<file path="config.mk">
export PLATFORM = sky130hd
export DESIGN_NAME = wb_scheduler
export DESIGN_NICKNAME = d
export VERILOG_FILES = /design/src/rtl/wb_pkg.sv /design/src/rtl/wb_store.sv /design/src/rtl/wb_scheduler.sv
export SDC_FILE = /design/constraint.sdc
export NUM_CORES = 1
export LEC_CHECK = 0
export ABC_AREA = 1
export CORE_AREA = 4 4 426 428
export CTS_CLUSTER_DIAMETER = 200
export DETAILED_ROUTE_END_ITERATION = 8
export DIE_AREA = 0 0 430 432
export GPL_ROUTABILITY_DRIVEN = 0
export GPL_TIMING_DRIVEN = 0
export PLACE_DENSITY = 0.53
export SLEW_MARGIN = 10
export SYNTH_ARGS = -nofsm -noshare
export SYNTH_HDL_FRONTEND = slang
export SYNTH_HIERARCHICAL = 1
export SYNTH_SLANG_ARGS = --single-unit
export TNS_END_PERCENT = 50
</file>
<file path="constraint.sdc">
create_clock -name clk -period 14 [get_ports clk]
set_input_delay 4.2 -clock clk [delete_from_list [all_inputs] [get_ports clk]]
set_output_delay 4.2 -clock clk [all_outputs]
set_load 0.05 [all_outputs]
</file>
<file path="src/rtl/wb_pkg.sv">
// Shared types and constants for the D-side write-back scheduler.
package wb_pkg;

  // Byte offset inside a 32-byte line; line address is addr[ADDR_W-1:OFFSET_W].
  localparam int OFFSET_W = 5;

  // Default geometry, used to give the entry struct a concrete shape.
  localparam int WB_ADDR_W = 32;
  localparam int WB_LINE_W = 256;

  typedef enum logic [1:0] {
    IDLE = 2'd0,
    RESP = 2'd1,
    RD   = 2'd2,
    WR   = 2'd3
  } wb_state_e;

  // One buffered dirty line at the default geometry.
  typedef struct packed {
    logic                            valid;
    logic [WB_ADDR_W-OFFSET_W-1:0]   line_addr;
    logic [WB_LINE_W-1:0]            data;
  } wb_entry_t;

endpackage

</file>
<file path="src/rtl/wb_store.sv">
// Circular line buffer for wb_scheduler: entry array, head/tail/count,
// parallel address match, and push / in-place overwrite / pop ports.
module wb_store
  import wb_pkg::*;
#(
  parameter int DEPTH  = 2,
  parameter int LINE_W = 256,
  parameter int LA_W   = 27,
  localparam int PTR_W = $clog2(DEPTH),
  localparam int CNT_W = $clog2(DEPTH + 1)
) (
  input  logic              clk,
  input  logic              rst,
  input  logic              push_i,
  input  logic [LA_W-1:0]   push_addr_i,
  input  logic [LINE_W-1:0] push_data_i,
  input  logic              ovw_i,
  input  logic [PTR_W-1:0]  ovw_idx_i,
  input  logic [LINE_W-1:0] ovw_data_i,
  input  logic              pop_i,
  input  logic [LA_W-1:0]   match_addr_i,
  output logic              hit_o,
  output logic [PTR_W-1:0]  hit_idx_o,
  output logic [LINE_W-1:0] hit_data_o,
  output logic [LA_W-1:0]   head_addr_o,
  output logic [LINE_W-1:0] head_data_o,
  output logic              full_o,
  output logic [CNT_W-1:0]  count_o
);

  // Same layout as wb_entry_t, sized by this instance's parameters.
  typedef struct packed {
    logic              valid;
    logic [LA_W-1:0]   line_addr;
    logic [LINE_W-1:0] data;
  } entry_t;

  entry_t           ent_q [DEPTH];
  logic [PTR_W-1:0] head_q;
  logic [PTR_W-1:0] tail_q;
  logic [CNT_W-1:0] count_q;

  // Entry array and pointers; push at tail, pop at head, overwrite in place.
  always_ff @(posedge clk) begin
    if (rst) begin
      for (int i = 0; i < DEPTH; i++) ent_q[i].valid <= 1'b0;
      head_q  <= '0;
      tail_q  <= '0;
      count_q <= '0;
    end else begin
      if (push_i) begin
        ent_q[tail_q] <= '{valid: 1'b1, line_addr: push_addr_i, data: push_data_i};
        tail_q        <= tail_q + PTR_W'(1);
      end
      if (ovw_i) ent_q[ovw_idx_i].data <= ovw_data_i;
      if (pop_i) begin
        ent_q[head_q].valid <= 1'b0;
        head_q              <= head_q + PTR_W'(1);
      end
      case ({push_i, pop_i})
        2'b10:   count_q <= count_q + CNT_W'(1);
        2'b01:   count_q <= count_q - CNT_W'(1);
        default: count_q <= count_q;
      endcase
    end
  end

  // Parallel match; coalescing keeps line addresses unique, so first hit wins.
  always_comb begin
    hit_o     = 1'b0;
    hit_idx_o = '0;
    for (int i = 0; i < DEPTH; i++) begin
      if (!hit_o && ent_q[i].valid && (ent_q[i].line_addr == match_addr_i)) begin
        hit_o     = 1'b1;
        hit_idx_o = PTR_W'(i);
      end
    end
  end

  assign hit_data_o  = ent_q[hit_idx_o].data;
  assign head_addr_o = ent_q[head_q].line_addr;
  assign head_data_o = ent_q[head_q].data;
  assign full_o      = (count_q == CNT_W'(DEPTH));
  assign count_o     = count_q;

endmodule

</file>
<file path="src/rtl/wb_scheduler.sv">
// Write-back scheduler between the D-cache and the D-side memory port.
// Dirty victims are absorbed into wb_store and acked in one cycle; buffered
// lines drain oldest-first whenever the port would otherwise idle.
// Build option WB_FORWARD_EN: when defined, read hits on buffered lines are
// served from the buffer; when undefined, such reads drain the buffer until
// the line is gone and then read from memory.
// Handshake: dc_read_i/dc_write_i are held until the one-cycle dc_resp_o;
// mem_read_o/mem_write_o are held with stable address/data until the
// one-cycle mem_resp_i, and are never both high.
module wb_scheduler
  import wb_pkg::*;
#(
  parameter int DEPTH  = 2,
  parameter int LINE_W = 256,
  parameter int ADDR_W = 32,
  localparam int LA_W  = ADDR_W - OFFSET_W,
  localparam int PTR_W = $clog2(DEPTH),
  localparam int CNT_W = $clog2(DEPTH + 1)
) (
  input  logic              clk,
  input  logic              rst,
  input  logic [ADDR_W-1:0] dc_addr_i,
  input  logic              dc_read_i,
  input  logic              dc_write_i,
  input  logic [LINE_W-1:0] dc_wdata_i,
  output logic [LINE_W-1:0] dc_rdata_o,
  output logic              dc_resp_o,
  output logic [ADDR_W-1:0] mem_addr_o,
  output logic              mem_read_o,
  output logic              mem_write_o,
  output logic [LINE_W-1:0] mem_wdata_o,
  input  logic [LINE_W-1:0] mem_rdata_i,
  input  logic              mem_resp_i,
  output logic [CNT_W-1:0]  count_o,
  output logic              empty_o,
  output wb_state_e         state_o
);

  wb_state_e         state_q, state_d;
  logic [LINE_W-1:0] rdata_q, rdata_d;

  logic [LA_W-1:0]   dc_line;
  logic              push, ovw, pop;
  logic              hit, full;
  logic [PTR_W-1:0]  hit_idx;
  logic [LINE_W-1:0] hit_data, head_data;
  logic [LA_W-1:0]   head_addr;
  logic [CNT_W-1:0]  count;

  assign dc_line = dc_addr_i[ADDR_W-1:OFFSET_W];

  // Byte offset within the line plays no part in line-granular requests.
  logic unused_offset;
  assign unused_offset = ^dc_addr_i[OFFSET_W-1:0];

  wb_store #(
    .DEPTH (DEPTH),
    .LINE_W(LINE_W),
    .LA_W  (LA_W)
  ) u_store (
    .clk         (clk),
    .rst         (rst),
    .push_i      (push),
    .push_addr_i (dc_line),
    .push_data_i (dc_wdata_i),
    .ovw_i       (ovw),
    .ovw_idx_i   (hit_idx),
    .ovw_data_i  (dc_wdata_i),
    .pop_i       (pop),
    .match_addr_i(dc_line),
    .hit_o       (hit),
    .hit_idx_o   (hit_idx),
    .hit_data_o  (hit_data),
    .head_addr_o (head_addr),
    .head_data_o (head_data),
    .full_o      (full),
    .count_o     (count)
  );

`ifndef WB_FORWARD_EN
  // Without forwarding the buffered copy is never returned to the D-cache.
  logic unused_hit_data;
  assign unused_hit_data = ^hit_data;
`endif

  // State and forwarded-read-data registers.
  always_ff @(posedge clk) begin
    if (rst) begin
      state_q <= IDLE;
      rdata_q <= '0;
    end else begin
      state_q <= state_d;
      rdata_q <= rdata_d;
    end
  end

  // Next-state, buffer control and output muxing.
  always_comb begin
    state_d     = state_q;
    rdata_d     = '0;
    push        = 1'b0;
    ovw         = 1'b0;
    pop         = 1'b0;
    dc_resp_o   = 1'b0;
    dc_rdata_o  = '0;
    mem_read_o  = 1'b0;
    mem_write_o = 1'b0;
    mem_addr_o  = '0;
    mem_wdata_o = '0;
    case (state_q)
      IDLE: begin
        if (dc_read_i) begin
`ifdef WB_FORWARD_EN
          if (hit) begin
            rdata_d = hit_data;
            state_d = RESP;
          end else begin
            state_d = RD;
          end
`else
          // A buffered copy is newer than memory: drain it out first.
          state_d = hit ? WR : RD;
`endif
        end else if (dc_write_i) begin
          if (hit) begin
            ovw     = 1'b1;
            state_d = RESP;
          end else if (!full) begin
            push    = 1'b1;
            state_d = RESP;
          end else begin
            // Make room; the held write is retried on return to IDLE.
            state_d = WR;
          end
        end else if (count != '0) begin
          state_d = WR;
        end
      end
      RESP: begin
        dc_resp_o  = 1'b1;
        dc_rdata_o = rdata_q;
        state_d    = IDLE;
      end
      RD: begin
        mem_read_o = 1'b1;
        mem_addr_o = {dc_line, {OFFSET_W{1'b0}}};
        if (mem_resp_i) begin
          dc_rdata_o = mem_rdata_i;
          dc_resp_o  = 1'b1;
          state_d    = IDLE;
        end
      end
      WR: begin
        mem_write_o = 1'b1;
        mem_addr_o  = {head_addr, {OFFSET_W{1'b0}}};
        mem_wdata_o = head_data;
        if (mem_resp_i) begin
          pop     = 1'b1;
          state_d = IDLE;
        end
      end
      default: state_d = IDLE;
    endcase
  end

  assign count_o = count;
  assign empty_o = (count == '0);
  assign state_o = state_q;

endmodule

</file>
==> impl_metrics.json <==
{
  "status": "finished clean",
  "wire_per_inst_um": 25.1,
  "vias": 32500,
  "cts_hold_buffers": 0,
  "ys_warn_count": 6,
  "cp_max_fo": 10,
  "fin_crit_sh": 0.820,
  "fin_cells": 7538,
  "cp_slowest_cell": "clkdlybuf4s50_1",
  "grt_use_total": 0.194,
  "worst_slew_pin_slew_ns": 1.24,
  "p_leak_nw": 21.5,
  "antenna_found_initial": 89,
  "netlist_area_um2": 33500,
  "final_area_um2": 50200,
  "rsz0062_at_grt": "false",
  "path_class": "input pin to output port",
  "cts_tree": "done",
  "initial_core_util": 0.189,
  "die_w_um": 430,
  "max_cap_violations": 0,
  "path_cells": "clkdlybuf4s50_1 > nand2_2 > buf_6 > buf_6 > nor2_1 > clkdlybuf4s50_1",
  "grt_first_pass_wirelength_um": 253000,
  "seq_area_um2": 17200,
  "post_cts_resize_count": 0,
  "tns_ns": 0,
  "fill_cells": 19000,
  "place_area_um2": 47800,
  "routed_via_density": 4.31,
  "drt_iter0_drc": 2341,
  "pin_count": 1101,
  "p_per_area_nw_per_um2": 108,
  "post-place-cells": 7365,
  "clock_latency_ns": 0.68,
  "drc": 0,
  "setup_ws_ns": 2.52,
  "grt_max_degree": 49,
  "dpl.hpwl_um": 152000,
  "clock_sinks": 575,
  "root_buffer": "clkbuf_16",
  "grt_pass1_vias": 32000,
  "finalHoldViolCount": 0,
  "crit_path_max_incr_delay_ns": 0.99,
  "ir_drop_uv": 78.8,
  "routed_wl_um": 189000,
  "die_y_um": 432,
  "crit_required_ns": 9.80,
  "pre_cts_ws_ns": 2.62,
  "multi_input_area_um2": 11700,
  "drive_above_1_share": 0.104,
  "clockBufferDepth": 3,
  "finalClockSkew_ns": 0.0610,
  "port_buffers": 1090,
  "clk_pin_slew_ns": 0.06,
  "fmax_ghz": 0.0871,
  "ant_nets": 0,
  "end_kind": "output port",
  "cp_top_family": "buffers and inverters",
  "fp-row-count": 155,
  "cts_buffers": 71,
  "h-tree-depth": 3,
  "coreArea_um2": 178000,
  "first_pass_iters": 8,
  "hold_class": "flip-flop to flip-flop",
  "syn-instance-count": 3902,
  "final_max_slew_viol_count": 0,
  "whs_ns": 0.494,
  "post-cts-setup-buffers": 0,
  "relSlewSlack": 0.170,
  "nNetsFinal": 5639,
  "fin_crit_ns": 11.48,
  "die_area_um2": 186000,
  "start_kind": "input pin",
  "crit_arrival_ns": 7.28,
  "critical_path_buf_inv_count": 4,
  "synthToLayoutAreaGrowth_pct": 49.6,
  "grt_overflow_total": 0,
  "setup_viol_count_final": 0,
  "syn_avg_cell_area_um2": 8.60
}
per-layer routing:
metal / global-route usage / share of wire / vias to the layer above
met3: 0.0421 / 0.061 / 365
met1: 0.182 / 0.32 / 15700
met5: 0 / 0.00076 / -
li1: - / - / 15000
met4: 0.139 / 0.076 / 20
met2: 0.369 / 0.54 / 1392
state kept, by name, indices dropped and copies added (netlist names), named ones only:
| signal | flops |
|---|---|
| u_store/head_q | 1 |
| u_store/tail_q | 1 |
| u_store/count_o | 2 |
| u_store/ent_q | 568 |
| state_o | 2 |
worst min-delay path, stage by stage, from the launching register on:
cell	delay [ns]
dfxtp_1	0.32
inv_1	0.05
a221oi_1	0.07
path summary, 6_finish.rpt:
path         slack [ns]             startpoint  cells past startpoint                     to
max                2.52             mem_resp_i                      6         dc_rdata_o[76]
min                0.49         u_store/head_q                      2  u_store/ent_q[0][283]
max reg2reg        8.57  u_store/ent_q[0][268]                     20  u_store/ent_q[1][109]
min reg2reg        0.49         u_store/head_q                      2  u_store/ent_q[0][283]
report_power, final:
group          internal [mW]  leakage (nW)  switching (mW)
logic                  0.546          14.6            1.08
clock network           1.05          1.10           0.770
registers               1.95          5.85          0.0170
layout by cell type (no fill, tap or decap), types with 3 or more instances in the layout:
master / n
mux2_2: 257
nand2_4: 3
clkinv_2: 13
nor2_1: 302
buf_2: 87
o21ai_0: 535
edfxtp_1: 566
nand2_1: 492
nand3_1: 542
clkbuf_16: 71
buf_6: 27
clkdlybuf4s50_1: 1090
diode_2: 49
buf_12: 3
inv_1: 867
dfxtp_1: 9
nand2_2: 3
clkbuf_1: 130
clkinv_16: 3
conb_1: 5
ha_1: 7
a21oi_1: 14
nor3_1: 3
xnor2_1: 9
buf_16: 11
buf_4: 31
bufinv_16: 6
inv_2: 6
clkinv_1: 10
buf_1: 14
metrics by stage:
step,power (mW),utilization
floorplan,2.91,-
global placement,3.65,0.267
detailed placement,3.62,0.269
CTS,5.47,0.282
global route,5.62,0.282
finish,5.41,0.282
layout make-up:
| type | count | share of cell area |
|---|---|---|
| flip-flops and latches | 575 | 0.342 |
| clock inverters | 39 | 0.00890 |
| repair buffers | 1104 | 0.225 |
| clock buffers | 85 | 0.0364 |
| well taps | 2355 | 0.0587 |
| inverters | 873 | 0.0653 |
| plain buffers | 277 | 0.0293 |
| multi-input cells | 2181 | 0.232 |
| diodes | 49 | 0.00244 |
Note: power is estimated with default switching activity, not from simulation.
